**src/rtl/apb3_hub.sv**
```systemverilog
// APB3 hub: decodes the bus into NUM_SLOTS peripheral windows plus a hub register window,
// adds wait-state/timeout handling and a small interrupt controller driving FABINT.
module apb3_hub #(
  parameter int ADDR_W         = 8,
  parameter int SLOT_AW        = 4,
  parameter int NUM_SLOTS      = 6,
  parameter int NUM_IRQ        = 4,
  parameter int TIMEOUT_CYCLES = 16
) (
  input  logic                    PCLK,
  input  logic                    PRESETN,
  input  logic                    PSEL,
  input  logic                    PENABLE,
  input  logic                    PWRITE,
  input  logic [ADDR_W-1:0]       PADDR,
  input  logic [31:0]             PWDATA,
  output logic [31:0]             PRDATA,
  output logic                    PREADY,
  output logic                    PSLVERR,
  output logic [NUM_SLOTS-1:0]    SL_PSEL,
  output logic                    SL_PENABLE,
  output logic                    SL_PWRITE,
  output logic [SLOT_AW-1:0]      SL_PADDR,
  output logic [31:0]             SL_PWDATA,
  input  logic [32*NUM_SLOTS-1:0] SL_PRDATA,
  input  logic [NUM_SLOTS-1:0]    SL_PREADY,
  input  logic [NUM_SLOTS-1:0]    SL_PSLVERR,
  input  logic [NUM_IRQ-1:0]      IRQ_IN,
  output logic                    FABINT
);

  localparam int IDX_W = ADDR_W - SLOT_AW;
  localparam int CNT_W = $clog2(TIMEOUT_CYCLES) + 1;
  localparam logic [IDX_W-1:0] HUB_IDX = '1;

  typedef enum logic [1:0] {S_IDLE, S_SETUP, S_ACCESS} state_e;
  typedef enum logic [1:0] {T_SLOT, T_HUB, T_NONE} tgt_e;

  state_e               state_q;
  tgt_e                 tgt_q;
  logic [IDX_W-1:0]     sel_q;
  logic [NUM_SLOTS-1:0] sl_psel_q;
  logic                 sl_penable_q;
  logic [CNT_W-1:0]     tmo_q;

  logic [NUM_IRQ-1:0]   sync1_q, sync2_q, dly_q, mode_q;
  logic [NUM_IRQ:0]     status_q, status_d, mask_q, irq_set, irq_clr;

  logic [IDX_W-1:0]     idx;
  logic [SLOT_AW-1:0]   off;
  tgt_e                 dec_tgt;
  logic [NUM_SLOTS-1:0] dec_onehot;
  logic                 slot_rdy, slot_err;
  logic [31:0]          slot_rdata, hub_rdata;
  logic                 access, bus_act, tmo_hit, hub_wr;

  assign idx     = PADDR[ADDR_W-1:SLOT_AW];
  assign off     = PADDR[SLOT_AW-1:0];
  assign access  = (state_q == S_ACCESS);
  assign bus_act = (state_q != S_IDLE);

  always_comb begin
    dec_onehot = '0;
    for (int i = 0; i < NUM_SLOTS; i++)
      if (idx == IDX_W'(i)) dec_onehot[i] = 1'b1;
    if ({1'b0, idx} < (IDX_W+1)'(NUM_SLOTS)) dec_tgt = T_SLOT;
    else if (idx == HUB_IDX)                 dec_tgt = T_HUB;
    else                                     dec_tgt = T_NONE;
  end

  always_comb begin
    slot_rdy   = 1'b0;
    slot_err   = 1'b0;
    slot_rdata = '0;
    for (int i = 0; i < NUM_SLOTS; i++)
      if (sel_q == IDX_W'(i)) begin
        slot_rdy   = SL_PREADY[i];
        slot_err   = SL_PSLVERR[i];
        slot_rdata = SL_PRDATA[32*i +: 32];
      end
  end

  // A slot ready in the expiry cycle wins over the timeout.
  assign tmo_hit = access && (tgt_q == T_SLOT) && !slot_rdy &&
                   (tmo_q == CNT_W'(TIMEOUT_CYCLES - 1));

  always_comb begin
    hub_rdata = '0;
    if      (off == SLOT_AW'(0))  hub_rdata = 32'(sync2_q);
    else if (off == SLOT_AW'(4))  hub_rdata = 32'(status_q);
    else if (off == SLOT_AW'(8))  hub_rdata = 32'(mask_q);
    else if (off == SLOT_AW'(12)) hub_rdata = 32'(mode_q);
  end

  always_comb begin
    PREADY  = 1'b0;
    PSLVERR = 1'b0;
    PRDATA  = '0;
    if (access) begin
      case (tgt_q)
        T_SLOT: begin
          PREADY  = slot_rdy | tmo_hit;
          PSLVERR = (slot_err & slot_rdy) | tmo_hit;
          PRDATA  = tmo_hit ? 32'h0 : slot_rdata;
        end
        T_HUB: begin
          PREADY = 1'b1;
          PRDATA = hub_rdata;
        end
        default: begin
          PREADY  = 1'b1;
          PSLVERR = 1'b1;
        end
      endcase
    end
  end

  assign SL_PSEL    = sl_psel_q;
  assign SL_PENABLE = sl_penable_q;
  assign SL_PWRITE  = bus_act & PWRITE;
  assign SL_PADDR   = bus_act ? off : '0;
  assign SL_PWDATA  = bus_act ? PWDATA : '0;

  always_ff @(posedge PCLK or negedge PRESETN) begin
    if (!PRESETN) begin
      state_q      <= S_IDLE;
      tgt_q        <= T_NONE;
      sel_q        <= '0;
      sl_psel_q    <= '0;
      sl_penable_q <= 1'b0;
      tmo_q        <= '0;
    end else begin
      case (state_q)
        S_IDLE: begin
          if (PSEL && !PENABLE) begin
            state_q   <= S_SETUP;
            tgt_q     <= dec_tgt;
            sel_q     <= idx;
            sl_psel_q <= (dec_tgt == T_SLOT) ? dec_onehot : '0;
          end
        end
        S_SETUP: begin
          state_q      <= S_ACCESS;
          sl_penable_q <= (tgt_q == T_SLOT);
          tmo_q        <= '0;
        end
        S_ACCESS: begin
          if (PREADY) begin
            sl_penable_q <= 1'b0;
            sl_psel_q    <= '0;
            tmo_q        <= '0;
            state_q      <= S_IDLE;
            if (PSEL && !PENABLE) begin
              state_q   <= S_SETUP;
              tgt_q     <= dec_tgt;
              sel_q     <= idx;
              sl_psel_q <= (dec_tgt == T_SLOT) ? dec_onehot : '0;
            end
          end else begin
            tmo_q <= tmo_q + CNT_W'(1);
          end
        end
        default: state_q <= S_IDLE;
      endcase
    end
  end

  assign hub_wr = access && (tgt_q == T_HUB) && PWRITE;

  always_comb begin
    irq_set = '0;
    for (int i = 0; i < NUM_IRQ; i++)
      irq_set[i] = mode_q[i] ? (sync2_q[i] & ~dly_q[i]) : sync2_q[i];
    irq_set[NUM_IRQ] = tmo_hit;
    irq_clr  = (hub_wr && off == SLOT_AW'(4)) ? PWDATA[NUM_IRQ:0] : '0;
    // Set beats a same-cycle clear, so a held level source stays pending.
    status_d = (status_q & ~irq_clr) | irq_set;
  end

  always_ff @(posedge PCLK or negedge PRESETN) begin
    if (!PRESETN) begin
      sync1_q  <= '0;
      sync2_q  <= '0;
      dly_q    <= '0;
      status_q <= '0;
      mask_q   <= '0;
      mode_q   <= '0;
    end else begin
      sync1_q  <= IRQ_IN;
      sync2_q  <= sync1_q;
      dly_q    <= sync2_q;
      status_q <= status_d;
      if (hub_wr && off == SLOT_AW'(8))  mask_q <= PWDATA[NUM_IRQ:0];
      if (hub_wr && off == SLOT_AW'(12)) mode_q <= PWDATA[NUM_IRQ-1:0];
    end
  end

  assign FABINT = |(status_q & mask_q);

endmodule

```
**config.mk**
```make
export PLATFORM = sky130hd
export DESIGN_NAME = apb3_hub
export DESIGN_NICKNAME = d
export VERILOG_FILES = /design/src/rtl/apb3_hub.sv
export SDC_FILE = /design/constraint.sdc
export NUM_CORES = 1
export LEC_CHECK = 0
export BUFFER_PORTS_ARGS = -buffer_cell sky130_fd_sc_hd__buf_2
export CAP_MARGIN = 10
export CORE_AREA = 2 2 127 129
export CTS_CLUSTER_SIZE = 10
export DETAILED_ROUTE_END_ITERATION = 8
export DIE_AREA = 0 0 129 131
export GPL_TIMING_DRIVEN = 0
export MAX_ROUTING_LAYER = met4
export PLACE_DENSITY = 0.58
export SLEW_MARGIN = 40
export SYNTH_ARGS = -nofsm -noshare
export SYNTH_HDL_FRONTEND = slang
export SYNTH_SLANG_ARGS = --single-unit
```
**constraint.sdc**
```tcl
create_clock -name PCLK -period 5.7 [get_ports PCLK]
set_input_delay 0.855 -clock PCLK [delete_from_list [all_inputs] [get_ports PCLK]]
set_output_delay 0.855 -clock PCLK [all_outputs]
set_load 0.1 [all_outputs]
```
==> summary.md, run 1 <==
| Metric | Value |
|---|---|
| P_int | 0.00134 W |
| CP Launch Type | register |
| Layout cells sized above 1 | 50.2% |
| Syn avg cell area | 8.83 µm² |
| Fin crit share | 70.2% |
| Sequential area share after synthesis | 27.2% |
| Synth Cell Area | 4230 µm² |
| Rows | 46 |
| Fin cells | 1034 |
| Root buffer cell | clkbuf_16 |
| Met1 GRT Util | 26.2% |
| Port bufs | 328 |
| Synth area leader | dfrtp_1 |
| Placer Congestion | 0.888 |
| #FFs+latches synth | 46 |
| Power share of the combinational group | 78.2% |
| Post-synth EDFFs | 0 |
| Top FF cell, synth | dfrtp_1 |
| Layout Nets | 1073 |
| Remaining DRCs | 0 |
| Routed vias/inst | 4.78 |
| Drt wl/cell | 17.3 µm |
| Max stage delay on crit path | 0.49 ns |
| Relative slew slack | 52.8% |
| Clk pwr share | 9.9% |
| Die width | 129 µm |
| Detailed placer's ending HPWL | 14.8 mm |
| CTS max path bufs | 2 |
| Placed insts | 1023 |
| Fill cell count | 1647 |
| Final slew viol count | 0 |
| CTS tree | built |
| Top-Level Pins | 332 |
| Post-cts sizing count | 0 |
| Largest cells by area after synthesis | dfrtp_1 27%, mux4_2 16%, nor2b_1 9.6% |
| Reg2Reg Setup Slack | 3.19 ns |
| Met3 usage | 2.12% |
| Actual slew at the worst max-slew pin | 0.708 ns |
| RSZ-0062 raised after global routing | false |
| Cell mode on critical path | buf_6 |
| Crit path max fanout | 10 |
| Clk Latency, worst-skew pair | 0.29 ns |
| DRT Pass-1 Iters | 4 |
| Max VDD drop | 0.472 mV |
| Sequential power share | 11.9% |
| Final setup TNS | 0 ns |
| GR peak layer | met2 |
| Ys Warns | 0 |
| Syn Nets | 738 |
| Layout area overhead | 49.5% |
| GRT Overall Usage | 20.4% |
| Worst hold path type | reg -> reg |
| WHS Path Cells | 0 |
| CTS clock-pin slew for the worst setup and hold paths | 0.07 ns |
| Htree depth | 2 |
| Sw Ratio | 61.0% |
| Crit. End Element | primary output |
| Total number of vias | 4943 |
| Setup-failing EPs final | 0 |
| Setup bufs post-CTS | 0 |
| Leakage | 3.09 nW |
| Full die area | 16900 µm² |
| Final ANT Viol Nets | 0 |
| Met2 usage | 34.6% |
| Power Density | 541 nW/µm² |
| CTS sink count | 46 |
| Ys async rst share | 100% |
| Final wirelength | 17.9 mm |
| Largest net degree at the start of global routing | 47 |
| Crit path time final | 4.00 ns |
| First-pass GRT wire length | 26.0 mm |
| R2R cell count | 9 |
| Fmax | 250 MHz |
| Sw Pwr | 0.00209 W |
| Synth Instances | 479 |
| Initial Utilization | 27.1% |
| Total grt overflow | 0 |
| CTS Buf Count | 5 |
| Core area | 15600 µm² |
| Die height | 131 µm |
| Initial antenna violation count | 3 |
| Yosys cell types | 52 |
| Worst Path Class, Setup | reg -> out |
| Critical Path, Cell by Cell | buf_6, buf_6, buf_1, nor2_1, clkbuf_1, a21oi_1, o22ai_1, a22oi_1, o21ai_2, buf_2 |
| CTS hold repair buffers | 0 |
| Synth top area share | 26.6% |
| CP max stage cell | nor2_1 |
| Final hold violations | 0 |
| Worst EP required | 4.85 ns |
| DRT iter0 DRCs | 240 |
| Via count of the first global-routing pass | 4829 |
| Max Clock Skew | 0.00407 ns |
| Critical path arrival | 3.15 ns |
| # Max-Cap Violations | 0 |
| Outcome | finished clean |
cells in the mapped netlist, drive strengths merged, types with 4 or more instances:
| cell | count |
|---|---|
| buf | 12 |
| a22o | 5 |
| nand2 | 30 |
| a21oi | 68 |
| nand3 | 6 |
| nand2b | 8 |
| mux2 | 22 |
| dfrtp | 45 |
| o22ai | 11 |
| nor2b | 65 |
| nor2 | 70 |
| o21ai | 11 |
| a22oi | 9 |
| mux4 | 31 |
| clkbuf | 26 |
| ha | 6 |
| inv | 8 |
| o21a | 4 |
| a21o | 5 |
critical path: cells and delay by family, from the launching register on:
| family | cells | cell delay (ns) |
|---|---|---|
| AOI/OAI and AO/OA | 4 | 0.51 |
| buffers and inverters | 5 | 1.45 |
| DFF | 1 | 0.38 |
| and+or+nand+nor | 1 | 0.49 |
path summary, 6_finish.rpt:
path | start | to
worst max-delay path | sel_q[0] | PRDATA[2]
worst min-delay path | sync1_q[2] | sync2_q[2]
worst max register to register | state_q[0] | status_q[3]
worst min register to register | sync1_q[2] | sync2_q[2]
max in group asynchronous | PRESETN | tmo_q[0]
min in group asynchronous | PRESETN | sync2_q[2]
layout by cell type (no fill, tap or decap), drive strengths merged, types with 5 or more instances in the layout:
master,instances
nand2b,8
o21ai,11
nor2,70
inv,10
mux2,22
a22o,5
mux4,31
nand3,6
o22ai,11
dfrtp,45
nand2,30
a21o,5
a22oi,9
ha,6
a21oi,68
nor2b,65
clkbuf,31
buf,340
cell families after synthesis:
logic type | count (synthesis) | share of synthesized area, %
AND/OR/NAND/NOR | 199 | 23.9
AO/OA/AOI/OAI | 127 | 18.9
multiplexers | 55 | 22.8
buffers and inverters | 46 | 5.41
flip-flops | 46 | 27.2
adder cells (fa/ha/maj) | 6 | 1.77
area by class of cell:
| cell class | instances | area (µm²) | area share (%) |
|---|---|---|---|
| inverters | 8 | 30.0 | 0.475 |
| multi-input cells | 387 | 2850 | 45.1 |
| clock inverters | 3 | 47.5 | 0.752 |
| flip-flops and latches | 46 | 1150 | 18.2 |
| well taps | 216 | 270 | 4.27 |
| diodes | 3 | 7.51 | 0.119 |
| repair buffers | 328 | 1640 | 26.0 |
| clock buffers | 5 | 125 | 1.98 |
| plain buffers | 38 | 199 | 3.14 |
routing by layer:
metal  up-vias  wire, µm  share of wire [%]
li1       2404         -                  -
met3        18       966                5.4
met5         -         0                  0
met1      2338      7690                 43
met4         0       285                1.6
met2       183      8920                 50
flip-flops by register name, summed over array words and instances, names as in the netlist:
name        cells
dly_q           4
sel_q           4
SL_PENABLE      1
state_q         2
tmo_q           5
sync1_q         4
mask_q          5
tgt_q           2
mode_q          4
sync2_q         4
status_q        5
SL_PSEL         6
power groups by stage:
stage	Sequential (W)	Combinational, W	Clock, W
after floorplan	0.000504	0.00202	0
after global placement	0.000414	0.00268	0
after detailed placement	0.000414	0.00268	0
after CTS	0.000409	0.00269	0.000347
after global routing	0.000417	0.00285	0.000363
final	0.000409	0.00268	0.000339
per-stage QoR:
| stage | total power (W) | area, µm² | setup slack [ns] | utilization (%) | hold slack [ns] |
|---|---|---|---|---|---|
| floorplan | 0.00253 | 4230 | 0.980 | - | 0.331 |
| CTS | 0.00345 | 6320 | 1.60 | 40.5 | 0.352 |
| global placement | 0.00310 | 6140 | 1.95 | 39.4 | 0.333 |
| finish | 0.00343 | 6330 | 1.70 | 40.6 | 0.349 |
| global route | 0.00363 | 6330 | 1.50 | 40.6 | 0.356 |
| detailed placement | 0.00310 | 6150 | 1.91 | 39.4 | 0.336 |
Note: power is estimated with default switching activity, not from simulation.
==> run 2, diff against run 1 <==
--- a/config.mk
+++ b/config.mk
@@ -13,7 +13,7 @@
 export DIE_AREA = 0 0 129 131
 export GPL_TIMING_DRIVEN = 0
 export MAX_ROUTING_LAYER = met4
-export PLACE_DENSITY = 0.58
+export PLACE_DENSITY = 0.6
 export SLEW_MARGIN = 40
 export SYNTH_ARGS = -nofsm -noshare
 export SYNTH_HDL_FRONTEND = slang
==> constraint.sdc (replaced) <==
create_clock -name PCLK -period 3.2 [get_ports PCLK]
set_input_delay 0.48 -clock PCLK [delete_from_list [all_inputs] [get_ports PCLK]]
set_output_delay 0.48 -clock PCLK [all_outputs]
set_load 0.1 [all_outputs]
==> run 2 against run 1 <==
Compared with the run above:
- global-route usage is 0.31 points lower
- count of clock-buffer cells in the layout is 2 higher
- worst hold slack worse by 0.15 ns
- critical path depth unchanged
- final cell count decreased by 0.39%
- setup slack worse by 1.6 ns
- register-to-register slack worse by 2.4 ns
==> summary.md, run 2 (same netlist as run 1, synthesis figures left out) <==
| Metric | Value |
|---|---|
| Worst hold path type | in -> async |
| # Max-Cap Violations | 0 (unchanged) |
| Via count of the first global-routing pass | 4906 (+1.6%) |
| Commonest non-fill, non-tap cell in the layout | buf_2 |
| CTS hold repair buffers | 0 (unchanged) |
| Final wirelength | 17.7 mm (-1.2%) |
| Initial Utilization | 27.1% (unchanged) |
| Outcome | finished clean |
| Total grt overflow | 0 (unchanged) |
| GRT Overall Usage | 20.1% (-0.31 points) |
| Crit path time final | 3.10 ns |
| Layout cells sized above 1 | 53.2% (+3.0 points) |
| Routed vias/inst | 4.82 (+0.81%) |
| RSZ-0062 raised after global routing | true |
| Port bufs | 328 (unchanged) |
| Critical path arrival | 2.62 ns (-0.53 ns) |
| Remaining DRCs | 0 (unchanged) |
| Top-Level Pins | 332 (unchanged) |
| Fill cell count | 1619 (-1.7%) |
| Htree depth | 2 (unchanged) |
| R2R cell count | 8 (-1) |
| Most used cells in the layout excluding fill and tap cells | 298 x buf_2, 65 x nor2b_1, 65 x a21oi_1, 61 x nor2_1, 45 x dfrtp_1 |
| Relative slew slack | 53.0% (+0.20 points) |
| Placer Congestion | 0.845 (-4.8%) |
| Initial antenna violation count | 0 (-3) |
| Worst EP required | 2.72 ns (-2.13 ns) |
| Ant diodes | 0 (-3) |
| Max Clock Skew | 0.00500 ns (+0.000927 ns) |
| CP Launch Type | register |
| Layout area overhead | 53.4% |
| Final ANT Viol Nets | 0 (unchanged) |
| Rows | 46 (unchanged) |
| Total number of vias | 4964 (+0.42%) |
| Crit. End Element | primary output |
| Largest net degree at the start of global routing | 47 (unchanged) |
| Layout Nets | 1072 (-0.093%) |
| Root buffer cell | clkbuf_16 |
| Worst Path Class, Setup | reg -> out |
| First-pass GRT wire length | 25.6 mm (-1.5%) |
| DRT iter0 DRCs | 202 (-16%) |
| Die width | 129 µm (unchanged) |
| Crit path max fanout | 10 (unchanged) |
| CTS sink count | 46 (unchanged) |
| Tot Pwr | 0.00613 W (+79%) |
| Hold Slack | 0.198 ns (-0.151 ns) |
| CTS Buf Count | 5 (unchanged) |
| Max VDD drop | 0.535 mV (+13%) |
| Max FFs per register | 6 (unchanged) |
| Actual slew at the worst max-slew pin | 0.700 ns (-0.00833 ns) |
| Critical path launch point | sel_q[1] |
| Final hold violations | 0 (unchanged) |
| CTS max path bufs | 2 (unchanged) |
| RR Startpoint | state_q[0] |
| CTS clock-pin slew for the worst setup and hold paths | 0.06 ns (about the same) |
| Final slew viol count | 0 (unchanged) |
| Setup-failing EPs final | 0 (unchanged) |
| DRT Pass-1 Iters | 4 (unchanged) |
| Clk Latency, worst-skew pair | 0.28 ns (about the same) |
| CTS tree | built |
| Fin crit share | 96.8% |
| Fmax | 323 MHz |
| Leakage | 3.12 nW (+0.91%) |
| Full die area | 16900 µm² (unchanged) |
| Core area | 15600 µm² (unchanged) |
| Die height | 131 µm (unchanged) |
| Detailed placer's ending HPWL | 14.8 mm (-0.51%) |
| Drt wl/cell | 17.1 µm (-0.80%) |
| Power Density | 944 nW/µm² (+74%) |
run 2: worst paths after layout:
check                              end  slack, ns
max                         PRDATA[27]       0.10
min                          mode_q[2]       0.20
max reg2reg                status_q[2]       0.76
min reg2reg                 sync2_q[0]       0.35
max in group asynchronous     tmo_q[0]       2.61
min in group PCLK           sync1_q[3]       0.30
run 2: repair_timing:
item,4_1_cts,5_1_grt
gates resized for setup,44,20
setup buffers,0,1
endpoints found under the setup margin,33,33
hold endpoints to repair,0,0
pin swaps,0,0
run 2: metal layers:
layer	vias up	global-route usage, %	part of all wire (%)
li1	2397	-	-
met5	-	-	0
met1	2345	24.7	42
met2	207	36.1	51
met3	15	2.52	6.2
met4	0	3.45	0.90
run 2: critical path, cell delays in order, from the launching register on:
cell and delay (ns):
dfrtp_1 0.36, buf_2 0.16, or3b_4 0.39, a21oi_2 0.14, a31oi_2 0.09, o21a_1 0.25, or2_1 0.22, buf_6 0.14
buf_6 0.14, nor2_1 0.12, buf_4 0.30
run 2: power breakdown:
group | internal [W] | switching, W
combinational | 0.00141 | 0.00345
sequential | 0.000670 | 0.0000564
clock | 0.000333 | 0.000211
run 2: cell type report:
cell class / instances / area [µm²] / share of cell area, %
Multi-Input combinational cell: 387 / 2900 / 44.7
Timing Repair Buffer: 329 / 1780 / 27.3
Sequential cell: 46 / 1150 / 17.7
Tap cell: 216 / 270 / 4.16
Buffer: 36 / 201 / 3.10
Clock buffer: 7 / 153 / 2.35
Inverter: 8 / 30.0 / 0.463
Clock inverter: 1 / 8.76 / 0.135
run 2: through the flow:
step / area [µm²] / util, % / cells / setup WS (ns) / setup TNS (ns)
6_report: 6490 / 41.6 / 1030 / 0.102 / 0
5_1_grt: 6490 / 41.6 / 1030 / -0.00440 / -0.00440
4_1_cts: 6430 / 41.2 / 1030 / 0.0202 / 0
3_5_place_dp: 6160 / 39.5 / 1023 / -0.141 / -0.729
3_3_place_gp: 6160 / 39.5 / 1023 / -0.161 / -0.741
2_1_floorplan: 4250 / - / 479 / -0.315 / -6.86
==> run 3, diff against run 2 <==
--- a/config.mk
+++ b/config.mk
@@ -8,6 +8,7 @@
 export BUFFER_PORTS_ARGS = -buffer_cell sky130_fd_sc_hd__buf_2
 export CAP_MARGIN = 10
 export CORE_AREA = 2 2 127 129
+export CTS_BUF_LIST = sky130_fd_sc_hd__clkbuf_2 sky130_fd_sc_hd__clkbuf_4 sky130_fd_sc_hd__clkbuf_8
 export CTS_CLUSTER_SIZE = 10
 export DETAILED_ROUTE_END_ITERATION = 8
 export DIE_AREA = 0 0 129 131
==> run 3 against run 2 <==
Compared with the run above:
- utilization increased by 0.20 points
- final cell count about the same
- combinational power increased by 1%
- sequential share of layout area decreased by 0.085 points
- via count decreased by 0.12%
- largest cell class unchanged
- critical path depth unchanged
- sequential power about the same
- clock skew about the same
- die area unchanged
==> summary.md, run 3 (same netlist as run 1, synthesis figures left out) <==
| Metric | Value |
|---|---|
| Fin cells | 1031 (+0.097%) |
| # Max-Cap Violations | 0 (unchanged) |
| Layout cells sized above 1 | 53.7% (+0.49 points) |
| CTS clock-pin slew for the worst setup and hold paths | 0.09 ns (+0.03 ns) |
| Fmax | 322 MHz (-0.19%) |
| Worst hold path type | in -> async |
| Initial Utilization | 27.1% (unchanged) |
| Crit path max fanout | 10 (unchanged) |
| RSZ-0062 raised after global routing | true |
| Total grt overflow | 0 (unchanged) |
| Commonest non-fill, non-tap cell in the layout | buf_2 |
| CTS Buf Count | 5 (unchanged) |
| Die width | 129 µm (unchanged) |
| Drt wl/cell | 17.4 µm (+1.4%) |
| Final wirelength | 17.9 mm (+1.5%) |
| Placer Congestion | 0.845 (unchanged) |
| Clk pwr share | 6.5% (-2.4 points) |
| Setup-failing EPs final | 0 (unchanged) |
| Via count of the first global-routing pass | 4889 (-0.35%) |
| Power Density | 925 nW/µm² (-2.1%) |
| Final hold violations | 0 (unchanged) |
| Htree depth | 2 (unchanged) |
| Top-Level Pins | 332 (unchanged) |
| Critical path arrival | 2.62 ns (about the same) |
| Relative slew slack | 52.1% (-0.94 points) |
| Rows | 46 (unchanged) |
| Worst EP required | 2.72 ns (about the same) |
| Port bufs | 328 (unchanged) |
| Worst Path Class, Setup | reg -> out |
| Max FFs per register | 6 (unchanged) |
| Max Clock Skew | 0.00528 ns (+0.000277 ns) |
| Largest net degree at the start of global routing | 47 (unchanged) |
| CTS tree | built |
| Initial antenna violation count | 1 (+1) |
| Max VDD drop | 0.536 mV (about the same) |
| DRT Pass-1 Iters | 4 (unchanged) |
| DRT iter0 DRCs | 211 (+4.5%) |
| Root buffer cell | clkbuf_8 |
| Sw Pwr | 0.00373 W (+0.34%) |
| Hold Slack | 0.182 ns (-0.0164 ns) |
| Placed insts | 1023 (unchanged) |
| Worst setup path endpoint | PRDATA[29] |
| Most used cells in the layout excluding fill and tap cells | 299 x buf_2, 65 x nor2b_1, 65 x a21oi_1, 59 x nor2_1, 45 x dfrtp_1 |
| Die height | 131 µm (unchanged) |
| Final slew viol count | 0 (unchanged) |
| Fin crit share | 97.0% (+0.18 points) |
| GRT Overall Usage | 20.5% (+0.34 points) |
| Actual slew at the worst max-slew pin | 0.714 ns (+0.0140 ns) |
| Crit path time final | 3.10 ns (+0.00579 ns) |
| Full die area | 16900 µm² (unchanged) |
| Crit. End Element | primary output |
| Routed vias/inst | 4.81 (-0.22%) |
| Tot Pwr | 0.00603 W (-1.6%) |
| Remaining DRCs | 0 (unchanged) |
| RR Startpoint | state_q[0] |
| Layout Nets | 1072 (unchanged) |
| Reg2Reg Setup Slack | 0.75 ns (about the same) |
| Final ANT Viol Nets | 0 (unchanged) |
| Clk Latency, worst-skew pair | 0.29 ns (about the same) |
| Core area | 15600 µm² (unchanged) |
| Outcome | finished clean |
| Leakage | 3.11 nW (-0.30%) |
| R2R cell count | 8 (unchanged) |
| Reg-to-Reg End | status_q[2] |
| CTS sink count | 46 (unchanged) |
| Critical path launch point | sel_q[1] |
| Sw Ratio | 61.9% (+1.2 points) |
| CP Launch Type | register |
| First-pass GRT wire length | 26.0 mm (+1.8%) |
| Detailed placer's ending HPWL | 14.8 mm (unchanged) |
| Sequential power share | 12.0% (about the same) |
| Layout area overhead | 54.2% |
| Total number of vias | 4958 (-0.12%) |
| P_int | 0.00230 W (-4.6%) |
| CTS max path bufs | 2 (unchanged) |
| Power share of the combinational group | 81.4% (+2.1 points) |
-- run 3: what timing repair did --
| action | 4_1_cts | 5_1_grt |
|---|---|---|
| hold buffers | 0 | 0 |
| resized for setup | 44 | 44 |
| pin swaps | 0 | 2 |
| setup endpoints to repair | 33 | 34 |
| setup buffers | 0 | 1 |
-- run 3: worst max-delay path: stages, from the launching register on --
cell     delay (ns)
dfrtp_1        0.37
buf_2          0.17
or3b_4         0.39
a21oi_2        0.14
a31oi_2        0.10
o21a_1         0.26
or2_1          0.22
buf_6          0.14
buf_6          0.15
nor2_1         0.15
buf_6          0.25
-- run 3: power groups by stage --
stage               registers [W]  logic (W)  clock network [W]
finish                   0.000726    0.00491           0.000393
global route             0.000737    0.00522           0.000437
CTS                      0.000726    0.00485           0.000408
detailed placement       0.000737    0.00477                  0
global placement         0.000736    0.00476                  0
floorplan                0.000897    0.00362                  0
-- run 3: layout make-up --
class | instances | area, µm²
antenna | 1 | 2.50
clock buffer | 7 | 96.3
clock inverter | 1 | 8.76
sequential | 46 | 1150
inverter | 8 | 30.0
fill | 1620 | 9070
timing repair buffer | 329 | 1850
buffer | 36 | 201
multi-input combinational | 387 | 2910
tap | 216 | 270
-- run 3: worst min path at each step --
stage | start | to | slack [ns] | depth (start not counted)
final | PRESETN | status_q[2] | 0.18 | 1
after global routing | PRESETN | mode_q[2] | 0.22 | 1
after CTS | PRESETN | state_q[0] | 0.20 | 1
after detailed placement | sync1_q[0] | sync2_q[0] | 0.34 | 0
after global placement | sync1_q[3] | sync2_q[3] | 0.33 | 0
after floorplan | PRESETN | SL_PENABLE | 0.18 | 0
-- run 3: layer usage --
| layer | GRT usage, % | share of wire, % | vias to the layer above |
|---|---|---|---|
| met4 | 3.64 | 0.59 | 0 |
| met5 | - | 0 | - |
| li1 | - | - | 2395 |
| met1 | 25.8 | 44 | 2362 |
| met3 | 2.28 | 5.2 | 12 |
| met2 | 36.0 | 51 | 189 |
-- run 3: stage by stage --
stage / utilization [%] / setup TNS (ns) / setup WS, ns / area [µm²]
after floorplan: - / -6.86 / -0.315 / 4250
after global placement: 39.5 / -0.741 / -0.161 / 6160
after detailed placement: 39.5 / -0.729 / -0.141 / 6160
after CTS: 40.8 / 0 / 0.0181 / 6370
after global routing: 41.8 / -0.00566 / -0.00435 / 6520
final: 41.8 / 0 / 0.0958 / 6520
